`src/rtl/pkg_lcd.sv`:
```
// Shared types, LCD command/ASCII constants and helper functions for controlador_lcd.
package pkg_lcd;

    typedef enum logic [2:0] {
        INIT_ESPERA,
        INIT_CMD,
        OCIOSO,
        CONVERTE,
        ESCREVE,
        FIM
    } estado_t;

    typedef enum logic [1:0] {
        B_OCIOSO,
        B_SETUP,
        B_PULSO,
        B_ESPERA
    } estado_byte_t;

    localparam logic [7:0] LCD_CMD_FUNC  = 8'h38;
    localparam logic [7:0] LCD_CMD_ON    = 8'h0C;
    localparam logic [7:0] LCD_CMD_CLEAR = 8'h01;
    localparam logic [7:0] LCD_CMD_ENTRY = 8'h06;
    localparam logic [7:0] LCD_LINHA1    = 8'h80;
    localparam logic [7:0] LCD_LINHA2    = 8'hC0;

    localparam logic [7:0] ASCII_ESPACO = 8'h20;
    localparam logic [7:0] ASCII_MAIS   = 8'h2B;
    localparam logic [7:0] ASCII_MENOS  = 8'h2D;
    localparam logic [7:0] ASCII_ZERO   = 8'h30;
    localparam logic [7:0] ASCII_A      = 8'h41;
    localparam logic [7:0] ASCII_R      = 8'h52;

    localparam int N_INIT = 4;
    localparam int N_MSG  = 16;
    localparam int N_CONV = 16;

    // Four ASCII characters packed MSB first.
    function automatic logic [31:0] mnemonico(input logic [2:0] op);
        logic [31:0] m;
        case (op)
            3'd0:    m = "LOAD";
            3'd1:    m = "ADD ";
            3'd2:    m = "ADDI";
            3'd3:    m = "SUB ";
            3'd4:    m = "SUBI";
            3'd5:    m = "MUL ";
            3'd6:    m = "CLR ";
            default: m = "DPL ";
        endcase
        return m;
    endfunction

    function automatic logic [7:0] hex_ascii(input logic [3:0] n);
        if (n < 4'd10)
            return ASCII_ZERO + {4'd0, n};
        else
            return ASCII_A + {4'd0, n} - 8'd10;
    endfunction

    // One double-dabble step: {5 BCD digits, 16-bit binary} -> adjust digits >= 5, shift left.
    function automatic logic [35:0] dabble_passo(input logic [35:0] dd);
        logic [35:0] t;
        t = dd;
        for (int k = 0; k < 5; k++) begin
            if (t[16+4*k +: 4] >= 4'd5)
                t[16+4*k +: 4] = t[16+4*k +: 4] + 4'd3;
        end
        return {t[34:0], 1'b0};
    endfunction

endpackage

```
`src/rtl/lcd_escritor_byte.sv`:
```
// Writes one byte to the HD44780 bus: set rs/data, pulse lcd_e, then wait T_CMD or T_CLEAR.
module lcd_escritor_byte
    import pkg_lcd::*;
#(
    parameter int T_PULSE = 25,
    parameter int T_CMD   = 2000,
    parameter int T_CLEAR = 82000
) (
    input  logic       clk,
    input  logic       rst_n,
    input  logic       start,
    input  logic [7:0] dado,
    input  logic       rs,
    input  logic       longo,
    output logic       done,
    output logic       lcd_e,
    output logic       lcd_rs,
    output logic [7:0] lcd_data
);

    localparam int T_MAX_CW = (T_CMD > T_PULSE) ? T_CMD : T_PULSE;
    localparam int T_MAX    = (T_CLEAR > T_MAX_CW) ? T_CLEAR : T_MAX_CW;
    localparam int CW       = $clog2(T_MAX + 1);

    estado_byte_t  estado;
    logic [CW-1:0] cnt;
    logic [CW-1:0] limite;
    logic          longo_r;

    // start is sampled when idle or in the cycle done is high (back-to-back bytes);
    // done is high only during the last wait cycle of the current byte.
    assign limite = longo_r ? CW'(T_CLEAR - 1) : CW'(T_CMD - 1);
    assign done   = (estado == B_ESPERA) && (cnt == limite);

    always_ff @(posedge clk or negedge rst_n) begin
        if (!rst_n) begin
            estado   <= B_OCIOSO;
            cnt      <= '0;
            longo_r  <= 1'b0;
            lcd_e    <= 1'b0;
            lcd_rs   <= 1'b0;
            lcd_data <= 8'h00;
        end else begin
            case (estado)
                B_OCIOSO: begin
                    if (start) begin
                        lcd_rs   <= rs;
                        lcd_data <= dado;
                        longo_r  <= longo;
                        estado   <= B_SETUP;
                    end
                end
                B_SETUP: begin
                    lcd_e  <= 1'b1;
                    cnt    <= '0;
                    estado <= B_PULSO;
                end
                B_PULSO: begin
                    if (cnt == CW'(T_PULSE - 1)) begin
                        lcd_e  <= 1'b0;
                        cnt    <= '0;
                        estado <= B_ESPERA;
                    end else begin
                        cnt <= cnt + CW'(1);
                    end
                end
                B_ESPERA: begin
                    if (done) begin
                        cnt <= '0;
                        if (start) begin
                            lcd_rs   <= rs;
                            lcd_data <= dado;
                            longo_r  <= longo;
                            estado   <= B_SETUP;
                        end else begin
                            estado <= B_OCIOSO;
                        end
                    end else begin
                        cnt <= cnt + CW'(1);
                    end
                end
                default: estado <= B_OCIOSO;
            endcase
        end
    end

endmodule

```
`src/rtl/controlador_lcd.sv`:
```
// 16x2 LCD output stage: init, binary-to-BCD and message write of opcode/register/result.
// Define LCD_ZERO_SUPPRESS_EN to blank leading zero digits of the result.
module controlador_lcd
    import pkg_lcd::*;
#(
    parameter int T_POWERUP = 750000,
    parameter int T_PULSE   = 25,
    parameter int T_CMD     = 2000,
    parameter int T_CLEAR   = 82000
) (
    input  logic        clk,
    input  logic        rst_n,
    input  logic        inicio,
    input  logic [2:0]  instrucao,
    input  logic [3:0]  reg_idx,
    input  logic [15:0] valor,
    output logic        pronto,
    output logic        concluido,
    output logic        lcd_rs,
    output logic        lcd_rw,
    output logic        lcd_e,
    output logic [7:0]  lcd_data
);

    localparam int PW = $clog2(T_POWERUP + 1);

    estado_t       estado;
    logic [PW-1:0] cnt_pw;
    logic [3:0]    cnt_conv;
    logic [4:0]    idx;
    logic [2:0]    op_r;
    logic [3:0]    reg_r;
    logic          neg_r;
    logic [35:0]   dd;

    logic [15:0]   mag;
    logic [31:0]   mn;
    logic          byte_start;
    logic          byte_done;
    logic          byte_rs;
    logic          byte_longo;
    logic [7:0]    byte_dado;

    assign lcd_rw = 1'b0;
    assign mag    = valor[15] ? (~valor + 16'd1) : valor;
    assign mn     = mnemonico(op_r);

    // Digit k (0 = most significant) of the 5-digit BCD result as ASCII.
    function automatic logic [7:0] digito_ascii(input logic [19:0] bcd, input int k);
`ifdef LCD_ZERO_SUPPRESS_EN
        logic lider;
        lider = (k < 4);
        for (int j = 0; j < 5; j++) begin
            if (j <= k && bcd[19-4*j -: 4] != 4'd0)
                lider = 1'b0;
        end
        if (lider)
            return ASCII_ESPACO;
`endif
        return ASCII_ZERO + {4'd0, bcd[19-4*k -: 4]};
    endfunction

    // idx always names the next byte to launch; it is 0 while the first byte is being launched.
    always_comb begin
        byte_dado = 8'h00;
        byte_rs   = 1'b0;
        if (estado == INIT_ESPERA || estado == INIT_CMD) begin
            case (idx[1:0])
                2'd0:    byte_dado = LCD_CMD_FUNC;
                2'd1:    byte_dado = LCD_CMD_ON;
                2'd2:    byte_dado = LCD_CMD_CLEAR;
                default: byte_dado = LCD_CMD_ENTRY;
            endcase
        end else begin
            byte_rs = 1'b1;
            case (idx[3:0])
                4'd0:  begin byte_dado = LCD_CMD_CLEAR; byte_rs = 1'b0; end
                4'd1:  begin byte_dado = LCD_LINHA1;    byte_rs = 1'b0; end
                4'd2:  byte_dado = mn[31:24];
                4'd3:  byte_dado = mn[23:16];
                4'd4:  byte_dado = mn[15:8];
                4'd5:  byte_dado = mn[7:0];
                4'd6:  byte_dado = ASCII_ESPACO;
                4'd7:  byte_dado = ASCII_R;
                4'd8:  byte_dado = hex_ascii(reg_r);
                4'd9:  begin byte_dado = LCD_LINHA2;    byte_rs = 1'b0; end
                4'd10: byte_dado = neg_r ? ASCII_MENOS : ASCII_MAIS;
                4'd11: byte_dado = digito_ascii(dd[35:16], 0);
                4'd12: byte_dado = digito_ascii(dd[35:16], 1);
                4'd13: byte_dado = digito_ascii(dd[35:16], 2);
                4'd14: byte_dado = digito_ascii(dd[35:16], 3);
                default: byte_dado = digito_ascii(dd[35:16], 4);
            endcase
        end
    end

    assign byte_longo = !byte_rs && (byte_dado == LCD_CMD_CLEAR);

    // The first byte of each burst is launched in the last cycle of the preceding wait/convert
    // phase so the byte train follows without a gap.
    always_comb begin
        byte_start = 1'b0;
        case (estado)
            INIT_ESPERA: byte_start = (cnt_pw == PW'(T_POWERUP - 1));
            INIT_CMD:    byte_start = byte_done && (idx != 5'(N_INIT));
            CONVERTE:    byte_start = (cnt_conv == 4'(N_CONV - 1));
            ESCREVE:     byte_start = byte_done && (idx != 5'(N_MSG));
            default:     byte_start = 1'b0;
        endcase
    end

    always_ff @(posedge clk or negedge rst_n) begin
        if (!rst_n) begin
            estado    <= INIT_ESPERA;
            cnt_pw    <= '0;
            cnt_conv  <= '0;
            idx       <= '0;
            op_r      <= '0;
            reg_r     <= '0;
            neg_r     <= 1'b0;
            dd        <= '0;
            pronto    <= 1'b0;
            concluido <= 1'b0;
        end else begin
            case (estado)
                INIT_ESPERA: begin
                    if (byte_start) begin
                        idx    <= 5'd1;
                        estado <= INIT_CMD;
                    end else begin
                        cnt_pw <= cnt_pw + PW'(1);
                    end
                end
                INIT_CMD: begin
                    if (byte_done) begin
                        if (idx == 5'(N_INIT)) begin
                            pronto <= 1'b1;
                            estado <= OCIOSO;
                        end else begin
                            idx <= idx + 5'd1;
                        end
                    end
                end
                OCIOSO: begin
                    if (inicio) begin
                        op_r     <= instrucao;
                        reg_r    <= reg_idx;
                        neg_r    <= valor[15];
                        dd       <= {20'd0, mag};
                        cnt_conv <= '0;
                        idx      <= '0;
                        pronto   <= 1'b0;
                        estado   <= CONVERTE;
                    end
                end
                CONVERTE: begin
                    dd       <= dabble_passo(dd);
                    cnt_conv <= cnt_conv + 4'd1;
                    if (byte_start) begin
                        idx    <= 5'd1;
                        estado <= ESCREVE;
                    end
                end
                ESCREVE: begin
                    if (byte_done) begin
                        if (idx == 5'(N_MSG)) begin
                            concluido <= 1'b1;
                            pronto    <= 1'b1;
                            estado    <= FIM;
                        end else begin
                            idx <= idx + 5'd1;
                        end
                    end
                end
                FIM: begin
                    concluido <= 1'b0;
                    estado    <= OCIOSO;
                end
                default: estado <= INIT_ESPERA;
            endcase
        end
    end

    lcd_escritor_byte #(
        .T_PULSE (T_PULSE),
        .T_CMD   (T_CMD),
        .T_CLEAR (T_CLEAR)
    ) u_escritor (
        .clk      (clk),
        .rst_n    (rst_n),
        .start    (byte_start),
        .dado     (byte_dado),
        .rs       (byte_rs),
        .longo    (byte_longo),
        .done     (byte_done),
        .lcd_e    (lcd_e),
        .lcd_rs   (lcd_rs),
        .lcd_data (lcd_data)
    );

endmodule

```
`config.mk`:
```
export PLATFORM = sky130hd
export DESIGN_NAME = controlador_lcd
export DESIGN_NICKNAME = d
export VERILOG_FILES = /design/src/rtl/pkg_lcd.sv /design/src/rtl/lcd_escritor_byte.sv /design/src/rtl/controlador_lcd.sv
export SDC_FILE = /design/constraint.sdc
export NUM_CORES = 1
export LEC_CHECK = 0
export CORE_MARGIN = 2
export CORE_UTILIZATION = 40
export DETAILED_ROUTE_END_ITERATION = 12
export GPL_ROUTABILITY_DRIVEN = 0
export HOLD_SLACK_MARGIN = 0.12
export PLACE_DENSITY = 0.62
export SYNTH_ARGS = -nofsm -noshare
export SYNTH_HDL_FRONTEND = slang
export SYNTH_HIERARCHICAL = 1
export SYNTH_SLANG_ARGS = --single-unit
export TNS_END_PERCENT = 50
```
`constraint.sdc`:
```
create_clock -name clk -period 3.5 [get_ports clk]
set_clock_uncertainty 0.1 [all_clocks]
set_input_delay 0.7 -clock clk [delete_from_list [all_inputs] [get_ports clk]]
set_output_delay 0.7 -clock clk [all_outputs]
set_load 0.01 [all_outputs]
```
# == Word level (Yosys, flattened, before mapping) ==
# Cells that the tools add are included.
# Widths: inputs -> output; s select.
# word_totals
ff_bits,108
inputBits,26
# op_classes
addsub,18
order_cmp,6
n_eq_ne,52
n_mux,61
bitwise_logic,2
n_reduce_logical,30
# ops
op,n
$pmux 29 s7,1
$pmux 8 s15,1
$pmux 36 s2,1
$mux 17,3
$pmux 17 s3,1
$add 6x4->7 const A,6
$mux 36,1
$eq 4x4->1 const B,8
$mux 8,4
$mux 5,6
$mux 3,9
$add 20x1->20 const B,1
$eq 20x20->1 const B,1
$ge 4x3->1 const B,5
$mux 4,5
$ne 2x2->1 const B,10
$pmux 5 s4,1
$pmux 3 s6,1
$pmux 6 s3,1
$add 17x1->17 const B,1
$eq 17x17->1,1
$eq 17x5->1 const B,1
$add 16x1->16 const B,1
$add 4x2->4 const B,4
46 further kinds,95

# == Logic depth before layout (Yosys ltp) ==
# logic_depth
ltp_word,10
mapped_depth,11
mapped_depth_nobuf,11

# == By module ==
# The synthesis kept the hierarchy.
# modules_own_cells
mod,instances,cells_per_inst,area_per_inst_um2,seq_area_each_um2
controlador_lcd,1,578,5082.4,1951.9
lcd_escritor_byte,1,193,1799.2,750.7

# == Worst setup path before layout ==
# OpenSTA, ideal clock, no wires.
# synth_path
path_type,flip-flop to flip-flop
start,reg u_escritor.cnt[11]
end,reg u_escritor.lcd_data[0]
setup_time_ps,125
t_arrival_ps,2490
required_ps,3275
slack_ps,785
stages_incl_launch_ff,10
n_path_buf,0
cell_sequence,dfrtp_1 -> or4_1 -> and4b_2 -> nand3_2 -> inv_1 -> nor3b_1 -> or3_2 -> inv_1 -> a21oi_4 -> mux2_2
# synth_via
elab_chain_cells,7
word_cells_on_any_way,10
cone_classes,2 x eq/ne; 4 x mux; 4 x reduce/logical
# synth_rtl
element,line_no,source
from (decl),lcd_escritor_byte.sv:26,logic [CW-1:0] cnt;
from (signal assigned),lcd_escritor_byte.sv:64,cnt <= cnt + CW'(1);
from (signal assigned),lcd_escritor_byte.sv:79,cnt <= cnt + CW'(1);
$eq 17x17->1 *,lcd_escritor_byte.sv:33,assign done = (estado == B_ESPERA) && (cnt == limite);
$logic_and 1x1->1 *,lcd_escritor_byte.sv:33,
named net byte_done,controlador_lcd.sv:39,logic byte_done;
"$logic_and 1x1->1, on equally long branches","controlador_lcd.sv:107, controlador_lcd.sv:105",
$pmux 1 s4 *,controlador_lcd.sv:103,case (estado)
named net byte_start,controlador_lcd.sv:38,logic byte_start;
$mux 8 *,n/a,
$mux 8,n/a,
$pmux 8 s2 *,n/a,
to (signal assigned),lcd_escritor_byte.sv:48,lcd_data <= dado;
to (signal assigned),lcd_escritor_byte.sv:72,lcd_data <= dado;
to (decl),lcd_escritor_byte.sv:18,output logic [7:0] lcd_data
# Mark *: on every way through the listed nets, which the timed path passes. The rest lies on a longest branch. The select of a mux whose other input is x is not followed.
# A chain may end at the register's enable or synchronous reset.

# == Worst setup path in the final report ==
# layout_path
start,reg u_escritor.cnt[11]
end,reg u_escritor.lcd_data[5]
# The elaborated chain is that of the path after synthesis.

==> flow_metrics.tcl <==
set metrics [dict create \
    outcome "finished, final reports clean" \
    fin_setup_tns_ns 0 \
    busiest_layer "met2" \
    dieHeight_um 135 \
    wl_per_cell_um 15.9 \
    cts.root.buffer_cell "clkbuf_16" \
    power.density_nw_per_um2 308 \
    ys_types 81 \
    clock-sinks 108 \
    slew_violations 0 \
    drc 0 \
    critPathArrivalTime_ns 3.18 \
    ctsResizeCount 0 \
    post_cts_buffers 0 \
    cp-start-kind "flip-flop" \
    ys.flop_type "dfrtp_1" \
    seqPwrFrac_pct 52.3 \
    io_buffers 37 \
    postLayoutCoreUtil_pct 46.3 \
    dp_hpwl_um 11300 \
    p_int_uw 1860 \
    num_vias 5866 \
    power_frac_comb_pct 3.7 \
    period_share_pct 86.9 \
    finalHoldViolCount 0 \
    fmax_ghz 0.329 \
    avgSynthCellArea_um2 8.93 \
    first_iter_violations 593 \
    slowest_stage "or4_1" \
    fin_nets 836 \
    dp_cells 993 \
    cpPeakStageDelay_ns 0.58 \
    synth-seq-area-share_pct 39.3 \
    crit_family "simple AND/OR/NAND/NOR gates" \
    critical_path_buf_inv_count 2 \
    synthTopCellsByArea "dfrtp_1 (39%), ha_1 (4.7%), o21ai_0 (4.6%)" \
    relSlewSlack_pct 33.2 \
    syn-num-nets 823 \
    maxCapViolCount 0 \
    die_w_um 135 \
    critPathLaunch "u_escritor/cnt[11]$_DFFE_PN0P_" \
    clockBufferDepth 2 \
    clockPowerShare_pct 44.0 \
    rsz0062_at_grt "false" \
    worstPathCellList "or4_1 -> and4b_2 -> nand3_2 -> inv_1 -> nor3b_1 -> or3_2 -> inv_1 -> a21oi_4 -> mux2_2" \
    yosysTopAreaCellShare_pct 39.3 \
    met1_usage_pct 25.0 \
    whs_ns 0.307 \
    synth_edf_count 0 \
    wl_um 16000 \
    worstMarginPinSlew_ns 0.999 \
    ant_nets 0 \
    endpoint_kind "flip-flop" \
    cts_buffers 9 \
    clk_latency_ns 0.36 \
    grt-ovfl-total 0 \
    worst_hold_path_type "input pin to async pin" \
    yosys_warnings 6 \
    ys_ff_latch 108 \
    first_pass_iters 5 \
    worst_ir_drop_vdd_v 0.000233 \
    finalNonFillerCells 1008 \
    p_sw_share_pct 21.9 \
    path_clk_slew_ns 0.07 \
    first_global_vias 5677 \
    grt_start_max_net_pins 60 \
    p_leak_uw 0.00326 \
    setup_viol 0 \
    grt_first_pass_wirelength_um 27400 \
    cts_tree "built" \
    initial_utilization_pct 41.2 \
    synthCells 771 \
    row_count 47 \
    track_usage_pct 18.4 \
    pin_count 39 \
    grt_antenna_before_repair 0 \
    cts_hold_buf 0 \
    cp_data_required_time_ns 3.64 \
    coreArea_um2 16700 \
    postSynth.asyncResetShare_pct 100 \
    r2r-start "u_escritor/cnt[11]$_DFFE_PN0P_" \
    die_area_um2 18300 \
    area_growth_pct 12.5 \
    n_antenna_cell 0 \
    synth_top_area_cell "dfrtp_1" \
    vias_per_cell 5.82 \
    grt_use_met2_pct 29.4 \
    nFillCells 1615 \
    crit_top_cell "inv_1" \
    htreeDepth 3 \
    crit_type "flip-flop to flip-flop" \
    syn_area_um2 6880 \
    grtUsageMet3_pct 3.55 \
    fin_crit_ns 3.04 \
    crit_fanout 10 \
    drive_gt1_share_pct 8.38 \
    p_switching_uw 522 \
]
-- registers in the layout, indices dropped and copies added, names as in the netlist, 2 cells and up --
signal,count
estado,3
cnt_conv,4
op_r,3
reg_r,4
dd,36
cnt_pw,20
u_escritor/estado,2
u_escritor/cnt,17
u_escritor/lcd_data,8
idx,5
-- cell usage in the layout (no fill, tap or decap), drive strengths merged, types with 7 or more instances in the layout --
| cell | netlist | routed |
|---|---|---|
| o21ai | 63 | 63 |
| or3 | 11 | 11 |
| nor2b | 10 | 10 |
| inv | 41 | 42 |
| clkdlybuf4s50 | 0 | 36 |
| o31ai | 19 | 19 |
| clkbuf | 36 | 10 |
| xor2 | 18 | 18 |
| o211ai | 10 | 10 |
| nor3 | 16 | 16 |
| mux2 | 15 | 15 |
| a21oi | 30 | 30 |
| and3 | 7 | 7 |
| nand4 | 7 | 7 |
| ha | 26 | 26 |
| nor2 | 54 | 54 |
| a22oi | 21 | 21 |
| nand3 | 44 | 44 |
| nand2b | 13 | 13 |
| a32o | 7 | 7 |
| a31oi | 8 | 8 |
| buf | 9 | 11 |
| xnor2 | 26 | 26 |
| nor4 | 9 | 9 |
| nand2 | 63 | 63 |
| dfrtp | 108 | 108 |
| or4 | 7 | 7 |
-- through the flow --
stage,total power (uW),worst slack (ns),area (um2)
after floorplan,1290,0.785,6880
after CTS,2420,0.422,7740
final,2380,0.460,7740
after detailed placement,1360,0.454,7440
after global placement,1360,0.586,7440
after global routing,2480,0.251,7740
-- cell usage after synthesis, types with 5 or more instances --
| master | count |
|---|---|
| nor4_1 | 8 |
| buf_2 | 5 |
| xnor2_1 | 26 |
| nand2_1 | 63 |
| clkbuf_1 | 35 |
| nand2b_1 | 13 |
| or4_1 | 5 |
| or3_1 | 9 |
| nand4_1 | 7 |
| o21ai_0 | 63 |
| a21oi_1 | 28 |
| a31oi_1 | 8 |
| a22oi_1 | 21 |
| inv_1 | 41 |
| nor2_1 | 54 |
| mux2_2 | 14 |
| a221oi_1 | 6 |
| nor3_1 | 15 |
| nand3_1 | 43 |
| a32o_1 | 7 |
| dfrtp_1 | 108 |
| nor2b_1 | 10 |
| and3_1 | 6 |
| o31ai_1 | 19 |
| ha_1 | 26 |
| xor2_1 | 18 |
| o21bai_1 | 6 |
| o211ai_1 | 10 |
-- cell type report --
class,count,area [um2],share of cell area (%)
multi-input cells,577,3850,49.8
flip-flops and latches,108,2700,34.9
repair buffers,47,455,5.89
well taps,220,275,3.56
clock buffers,10,239,3.09
inverters,41,154,1.99
clock inverters,5,61.3,0.792
-- metal layers --
| layer | vias to the layer above | share of wire [%] |
|---|---|---|
| met3 | 13 | 5.0 |
| met4 | 0 | 1.3 |
| li1 | 2848 | - |
| met1 | 2853 | 47 |
| met5 | - | 0 |
| met2 | 152 | 47 |
-- kinds of logic after synthesis --
logic type	share of synthesized area (%)
AND/OR/NAND/NOR	20.7
AO/OA/AOI/OAI	22.0
flip-flops	39.3
buffers and inverters	4.85
XOR/XNOR	5.60
adder cells (fa/ha/maj)	4.73
multiplexers	2.80
other	0.0545
-- power groups by stage --
| stage | clock network, uW | registers [uW] | logic, uW |
|---|---|---|---|
| final | 1050 | 1250 | 87.6 |
| after CTS | 1080 | 1250 | 90.3 |
| after floorplan | 0 | 1270 | 23.0 |
| after global placement | 0 | 1270 | 87.2 |
| after global routing | 1140 | 1250 | 98.2 |
| after detailed placement | 0 | 1270 | 90.1 |
-- worst reg2reg max path, cell delays in order (launching register included) --
cell     delay (ns)
dfrtp_1        0.43
or4_1          0.58
and4b_2        0.37
nand3_2        0.13
inv_1          0.12
nor3b_1        0.24
or3_2          0.20
inv_1          0.08
a21oi_4        0.30
mux2_2         0.39
-- path summary, 6_finish.rpt --
| path | end | slack (ns) | cells after the start |
|---|---|---|---|
| worst max-delay path | u_escritor/lcd_data[5]$_DFFE_PN0P_ | 0.46 | 9 |
| worst min-delay path | reg_r[0]$_DFFE_PN0P_ | 0.31 | 1 |
| min in group clk | cnt_pw[19]$_DFFE_PN0P_ | 0.38 | 1 |
| worst min register to register | cnt_pw[19]$_DFFE_PN0P_ | 0.38 | 1 |
| max in group asynchronous | dd[10]$_DFFE_PN0P_ | 2.26 | 2 |
| worst max register to register | u_escritor/lcd_data[5]$_DFFE_PN0P_ | 0.46 | 9 |
No activity file was read; power rests on OpenSTA's default activity.
